**src/rtl/eth_pcs_params.sv**
```systemverilog
// eth_pcs_params: shared widths and constants for the Ethernet PCS receive path.
package eth_pcs_params;

  // SerDes word width; bit 0 is the earliest received bit.
  localparam int W_RX_WORD = 32;
  // 64b/66b block width.
  localparam int W_BLK = 66;
  // Sync header width and the two legal header values.
  localparam int W_SYNC = 2;
  localparam logic [W_SYNC-1:0] SYNC_CTRL = 2'b10;
  localparam logic [W_SYNC-1:0] SYNC_DATA = 2'b01;
  // Default number of blocks during which slips are ignored after a slip.
  localparam int SLIP_HOLDOFF_DEFAULT = 4;

  // Gearbox buffer: a residual of up to W_BLK-1 bits plus one full word.
  localparam int W_BUF = W_BLK + W_RX_WORD - 1;
  // Bit count 0..W_BUF.
  localparam int W_CNT = $clog2(W_BUF + 1);

  // True for either legal sync header.
  function automatic logic is_valid_hdr(input logic [W_SYNC-1:0] hdr);
    return (hdr == SYNC_CTRL) || (hdr == SYNC_DATA);
  endfunction

endpackage

```
**src/rtl/eth_pcs_rx_gearbox.sv**
```systemverilog
// eth_pcs_rx_gearbox: re-packs 32-bit SerDes words into 66-bit PCS blocks and
// shifts the block boundary one bit per honoured i_slip.
// Build option: ETH_PCS_RX_GEARBOX_SLIP_HOLDOFF_EN ignores i_slip for
// SLIP_HOLDOFF o_valid blocks after each honoured slip.
// Handshake: there is no back-pressure. i_valid qualifies i_data for exactly
// the edge it is high on; o_valid is a one-cycle pulse qualifying o_sync_hdr
// and o_data, which keep their last value while o_valid is low.
module eth_pcs_rx_gearbox
  import eth_pcs_params::*;
#(
  parameter int SLIP_HOLDOFF = SLIP_HOLDOFF_DEFAULT
) (
  input  logic                 i_clk,
  input  logic                 i_reset,
  input  logic                 i_valid,
  input  logic [W_RX_WORD-1:0] i_data,
  input  logic                 i_slip,
  output logic                 o_valid,
  output logic [W_SYNC-1:0]    o_sync_hdr,
  output logic [63:0]          o_data
);

  // Bit buffer (bit 0 = stream head); bits at and above cnt_q are always zero.
  logic [W_BUF-1:0] buf_q, buf_d;
  logic [W_CNT-1:0] cnt_q, cnt_d;
  // A slip arrived with an empty buffer: drop the first bit of the next word.
  logic             pend_q, pend_d;
  logic             vld_q, vld_d;
  logic [W_BLK-1:0] blk_q, blk_d;
  logic [W_BUF-1:0] word_ext;
  logic             slip_take;

`ifdef ETH_PCS_RX_GEARBOX_SLIP_HOLDOFF_EN
  localparam int HOLD_W = (SLIP_HOLDOFF < 2) ? 1 : $clog2(SLIP_HOLDOFF + 1);
  logic [HOLD_W-1:0] hold_q, hold_d;

  // Slips are taken only on a block pulse, outside a pending drop and holdoff.
  assign slip_take = i_slip && vld_q && !pend_q && (hold_q == '0);

  // Holdoff counter: loaded on a taken slip, counts down once per block pulse.
  always_comb begin
    hold_d = hold_q;
    if (slip_take) begin
      hold_d = HOLD_W'(SLIP_HOLDOFF);
    end else if (vld_q && (hold_q != '0)) begin
      hold_d = hold_q - 1'b1;
    end
  end

  // Holdoff counter register.
  always_ff @(posedge i_clk) begin
    if (i_reset) begin
      hold_q <= '0;
    end else begin
      hold_q <= hold_d;
    end
  end
`else
  // Slips are taken only on a block pulse and outside a pending drop.
  assign slip_take = i_slip && vld_q && !pend_q;

  // The holdoff depth has no effect in this build.
  logic unused_holdoff;
  assign unused_holdoff = ^SLIP_HOLDOFF;
`endif

  // Datapath: append the word, extract a full block, then apply the slip.
  always_comb begin
    buf_d    = buf_q;
    cnt_d    = cnt_q;
    pend_d   = pend_q;
    vld_d    = 1'b0;
    blk_d    = blk_q;
    word_ext = '0;

    if (i_valid) begin
      if (pend_q) begin
        word_ext = W_BUF'(i_data[W_RX_WORD-1:1]);
        cnt_d    = cnt_q + W_CNT'(W_RX_WORD - 1);
        pend_d   = 1'b0;
      end else begin
        word_ext = W_BUF'(i_data);
        cnt_d    = cnt_q + W_CNT'(W_RX_WORD);
      end
      word_ext = word_ext << cnt_q;
      buf_d    = buf_q | word_ext;
    end

    if (cnt_d >= W_CNT'(W_BLK)) begin
      vld_d = 1'b1;
      blk_d = buf_d[W_BLK-1:0];
      buf_d = buf_d >> W_BLK;
      cnt_d = cnt_d - W_CNT'(W_BLK);
    end

    if (slip_take) begin
      if (cnt_d != '0) begin
        buf_d = buf_d >> 1;
        cnt_d = cnt_d - 1'b1;
      end else begin
        pend_d = 1'b1;
      end
    end
  end

  // State and output registers; reset wins over any input activity.
  always_ff @(posedge i_clk) begin
    if (i_reset) begin
      buf_q  <= '0;
      cnt_q  <= '0;
      pend_q <= 1'b0;
      vld_q  <= 1'b0;
      blk_q  <= '0;
    end else begin
      buf_q  <= buf_d;
      cnt_q  <= cnt_d;
      pend_q <= pend_d;
      vld_q  <= vld_d;
      blk_q  <= blk_d;
    end
  end

  assign o_valid    = vld_q;
  assign o_sync_hdr = blk_q[W_SYNC-1:0];
  assign o_data     = blk_q[W_BLK-1:W_SYNC];

endmodule

```
**config.mk**
```make
export PLATFORM = sky130hd
export DESIGN_NAME = eth_pcs_rx_gearbox
export DESIGN_NICKNAME = d
export VERILOG_FILES = /design/src/rtl/eth_pcs_params.sv /design/src/rtl/eth_pcs_rx_gearbox.sv
export SDC_FILE = /design/constraint.sdc
export NUM_CORES = 1
export LEC_CHECK = 0
export CORE_MARGIN = 4
export CORE_UTILIZATION = 25
export DETAILED_ROUTE_END_ITERATION = 10
export HOLD_SLACK_MARGIN = 0.1
export SKIP_LAST_GASP = 1
export SYNTH_ARGS = -nofsm -noshare
export SYNTH_HDL_FRONTEND = slang
export SYNTH_SLANG_ARGS = --single-unit
```
**constraint.sdc**
```tcl
create_clock -name i_clk -period 7 [get_ports i_clk]
set_clock_uncertainty 0.1 [all_clocks]
set_input_delay 1.4 -clock i_clk [delete_from_list [all_inputs] [get_ports i_clk]]
set_output_delay 1.4 -clock i_clk [all_outputs]
set_load 0.05 [all_outputs]
```
[After elaboration in Yosys (flattened, before gate mapping)]
Index checks and enable logic that the tools add are counted.
Operators by class
  add/subtract/negate cells: 4
  multipliers: 0
  divide/modulo/power cells: 0
  order comparisons: 1
  equal/unequal tests: 0
  shifts and indexed selects: 1
  multiplexer cells: 15
  bitwise logic cells: 1
  reductions and logical operators: 4
Operators with widths (count)
  two-way mux 97 bit: 5
  OR 97 bit: 1
  left shift 97 x 7 -> 97 bit: 1
  two-way mux 7 bit: 5
  two-way mux 32 bit: 1
  adder 7 x 5 -> 7 bit, second input constant: 1
  adder 7 x 6 -> 7 bit, second input constant: 1
  greater-or-equal comparator 7 bit, second input constant: 1
  nonzero test 7 bit: 1
  subtractor 7 x 1 -> 7 bit, second input constant: 1
  subtractor 7 bit, second input constant: 1
  two-way mux 1 bit: 4
  logical AND 1 bit: 2
  zero test 1 bit: 1
Word-level totals
  register bits after elaboration: 172
  bits in latches: 0
  bits in writable memories: 0
  bits in read-only memories: 0
  bits of input ports: 36
  output and inout bits: 67
  logic and storage cells: 31
  memories: 0

[Logic depth before layout (Yosys ltp)]
  word-level depth: 8
  depth in mapped cells: 21
  gate-level depth less buffers: 13

[Least setup slack after synthesis]
No wires, ideal clock.
  path kind: input-to-reg
  start point: input i_valid
  end point: register buf_q[32]
  setup time: 0.086 ns
  data arrival time: 4.235 ns
  required time: 6.814 ns
  path slack: 2.579 ns
  stages on the path: 15
  path buffers: 5
  cell sequence: buf_2 > nand3_1 > xnor2_1 > ha_1 > clkbuf_1 > nand2_1 > or3_1 > a22oi_1 > a31o_2 > a21oi_1 > o21a_1 > buf_2 > buf_2 > buf_2 > a211oi_1
On the way
  longest elaborated chain between the ends: 6
  elaborated cells on any way between the ends: 9
  those cells by class: 1 x add/sub; 1 x order compare; 6 x mux; 1 x reduce/logical
Ends and longest elaborated chain
  from (decl): line eth_pcs_rx_gearbox.sv:15  | input logic i_valid,
  two-way mux 7 bit: line eth_pcs_rx_gearbox.sv:76  | if (i_valid) begin
  subtractor 7 bit or greater-or-equal comparator 7 bit (tied branches): line eth_pcs_rx_gearbox.sv:93, eth_pcs_rx_gearbox.sv:89
  two-way mux 7 bit: line eth_pcs_rx_gearbox.sv:89  | if (cnt_d >= W_CNT'(W_BLK)) begin
  nonzero test 7 bit: line eth_pcs_rx_gearbox.sv:97  | if (cnt_d != '0) begin
  two-way mux 97 bit: line eth_pcs_rx_gearbox.sv:97
  two-way mux 97 bit (*): line eth_pcs_rx_gearbox.sv:96  | if (slip_take) begin
  to (signal assigned): line eth_pcs_rx_gearbox.sv:115  | buf_q <= buf_d;
  to (decl): line eth_pcs_rx_gearbox.sv:24  | logic [W_BUF-1:0] buf_q, buf_d;
Every way passes the cells marked *; elsewhere a longest branch is shown, timed or not.
A chain may end at the register's enable or synchronous reset.

[Worst setup path in the final report]
  start point: input i_valid
  end point: register buf_q[14]
Same word-level chain as after synthesis.

==> flow_metrics.py <==
metrics = {
    "sta": {
        "slew_headroom_pct": 21.2,
        "slew_violations": 0,
        "period_share_pct": 78.2,
        "worst_slew_pin_slew_ps": 1170,
        "setup_viol_count_final": 0,
        "fmax_mhz": 183,
        "setup_ws_ps": 1530,
        "rsz0062_at_grt": "false",
        "holdWs_ps": 372,
        "period_needed_ps": 5470,
        "tns_ps": 0,
        "hold_violations": 0,
    },
    "critical_path": {
        "critPathMostFrequentCell": "buf_4",
        "critPathMaxStageDelay_ps": 540,
        "cp_slowest_cell": "o21a_2",
        "cp-end-kind": "register",
        "required_ps": 7230,
        "crit_buf_inv": 3,
        "crit_path_cell_trace": "clkdlybuf4s50_1 -> buf_4 -> nand3_1 -> xnor2_1 -> ha_1 -> nand2_1 -> or3_1 -> a22oi_1 -> a31o_2 -> a21oi_1 -> o21a_2 -> buf_4 -> nand2b_1 -> a2bb2o_1",
        "cp_max_fo": 36,
        "critPathTopFamily": "compound AO/OA/AOI/OAI gates",
        "worstSetupStartpointType": "input port",
        "reg2reg_slack_ps": 1950,
        "worstSetupPathType": "input port to register",
        "worstPathArrival_ps": 5700,
    },
    "cts": {
        "clkLatencyLatePin_ps": 440,
        "clock_sinks": 172,
        "cts_resized": 0,
        "clockBufferDepth": 2,
        "post-cts-setup-buffers": 0,
        "cts_inserted_buffers": 17,
        "cts_root_buf": "clkbuf_16",
        "postCtsHoldBufs": 0,
        "h-tree-depth": 4,
        "clk_pin_slew_worst_paths_ps": 80,
        "cts_tree": "yes",
    },
    "layout": {
        "nNetsFinal": 1380,
        "syn2layout_area_growth_pct": 18.6,
        "fillerInstances": 4644,
        "drive_above_1_share_pct": 13.7,
        "n_antenna_cell": 0,
    },
    "yosys": {
        "netlist_area_um2": 11300,
        "synthArstFlopShare_pct": 0,
        "synth_edf_count": 0,
        "yosysUniqueCellTypes": 80,
        "synth_seq_cells": 172,
        "synthesis.instances": 1311,
        "synth_nets": 1349,
        "ys.warnings.count": 0,
        "ys_seq_area_share_pct": 30.5,
        "synth_area_per_cell_um2": 8.62,
        "synthFlopType": "dfxtp_1",
    },
    "grt": {
        "grt_pass1_vias": 10662,
        "grt_max_degree": 95,
        "gr-usage-all-layers_pct": 18.2,
        "met2_usage_pct": 30.6,
        "grt_most_used_layer": "met2",
        "met1_usage_pct": 23.2,
        "grtUsageMet3_pct": 2.47,
        "antenna_found_initial": 0,
        "grt_pass1_wl_um": 68300,
        "gr-total-overflow": 0,
    },
    "place": {
        "gp_congestion": 0.968,
        "dp_hpwl_um": 32700,
        "port_buffers": 102,
        "pre_cts_ws_ps": 1160,
    },
    "drt": {
        "post-route-drc-count": 0,
        "wl_um": 45400,
        "viasPerCell": 5.72,
        "drt_iter0_drc": 1257,
        "wire_per_inst_um": 23.3,
        "ant_nets": 0,
        "dr.pass1.iters": 6,
        "via_count": 11142,
    },
    "floorplan": {
        "dieArea_um2": 48700,
        "num_rows": 77,
        "io_pins": 103,
        "initial_core_util_pct": 25.4,
        "fp.dieH_um": 221,
        "coreArea_um2": 44400,
        "dieWidth_um": 221,
    },
    "pwr": {
        "power.density_nw_per_um2": 489,
        "peakVddDrop_v": 0.000191,
        "power_frac_comb_pct": 63.5,
        "p_switching_uw": 3410,
        "pwr-share-clk_pct": 14.5,
        "p_seq_share_pct": 22.0,
        "p_leak_uw": 0.00459,
        "swShare_pct": 52.2,
        "internal_power_uw": 3130,
    },
    "hold_path": {
        "hp-class": "register to register",
    },
    "flow_run": {
        "drv_cap": 0,
    },
    "run_status": {
        "status": "finished, final reports clean",
    },
}
[final cells by class]
type / count / area (um2) / share of cell area (%)
clock buffers: 18 / 429 / 3.20
clock inverters: 14 / 146 / 1.09
inverters: 8 / 30.0 / 0.224
multi-input cells: 1007 / 7320 / 54.6
flip-flops and latches: 172 / 3450 / 25.7
well taps: 592 / 741 / 5.53
repair buffers: 136 / 1290 / 9.60
[cell usage after synthesis, types with 11 or more instances]
cell / count / area, um2
nor2_1: 195 / 732
dfxtp_1: 172 / 3440
a211oi_1: 110 / 826
nand2_1: 100 / 375
mux2i_1: 72 / 721
clkbuf_1: 69 / 259
a21oi_1: 66 / 330
nor3_1: 54 / 270
mux2_2: 46 / 518
mux4_2: 43 / 968
a221oi_1: 34 / 298
and2_1: 32 / 200
buf_2: 25 / 125
o21ai_0: 24 / 120
a221o_1: 22 / 220
nand3_1: 20 / 100
o211ai_1: 19 / 143
buf_1: 17 / 63.8
a22oi_1: 11 / 82.6
o22ai_1: 11 / 68.8
[cells in the final DEF, fill, tap and decap left out, drive strengths merged, types with 19 or more instances in the layout]
cell and n:
a221o 22, nand3 20, mux2 54, and2 33
dfxtp 172, nor3 54, nand2 100, nor2 195
clkdlybuf4s50 101, mux4 44, a211oi 110, o21ai 26
buf 35, a21oi 66, mux2i 73, o211ai 19
a221oi 34
[logic make-up after synthesis]
family / count (synthesis) / synth area share, %
and+or+nand+nor: 450 / 17.9
AOI/OAI and AO/OA: 379 / 24.7
DFF: 172 / 30.5
muxes: 171 / 20.9
buffers and inverters: 132 / 5.30
xor gates and xnor gates: 5 / 0.576
adders and majority gates: 2 / 0.221
[state kept, by name, summed over array words and instances (netlist names)]
signal and flops:
buf_q 97, blk_q 66, cnt_q 7, o_valid 1, pend_q 1
[power by group through the flow]
stage / logic (uW) / clock network (uW) / registers [uW]
CTS: 4080 / 960 / 1440
finish: 4160 / 950 / 1440
detailed placement: 4060 / 0 / 1460
floorplan: 2300 / 0 / 1820
global route: 4370 / 998 / 1470
global placement: 4060 / 0 / 1460
[path summary, 6_finish.rpt]
path | startpoint | endpoint | cells past startpoint
worst max-delay path | i_valid | buf_q[14] | 14
worst min-delay path | blk_q[56] | blk_q[56] | 2
worst max register to register | cnt_q[0] | buf_q[32] | 14
worst min register to register | blk_q[56] | blk_q[56] | 2
[tightest hold or removal path: cells and delay by family, from the launching register on]
family	cells	cell delay (ps)
AOI/OAI and AO/OA	1	50
DFF	1	320
and+or+nand+nor	1	50
[through the flow]
step	utilization, %	power (uW)	area [um2]	cells
finish	30.2	6550	13400	1947
detailed placement	28.9	5520	12800	1915
global route	30.2	6850	13400	1947
CTS	30.2	6490	13400	1947
floorplan	-	4120	11300	1311
global placement	28.9	5520	12800	1915
[metal layers]
layer | share of wire (%) | wire (um) | vias up
met5 | 0 | 0 | -
met4 | 4.9 | 2240 | 0
met3 | 6.5 | 2930 | 103
met2 | 48 | 21700 | 516
met1 | 41 | 18500 | 5446
li1 | - | - | 5077
(Power assumes the default switching activity.)
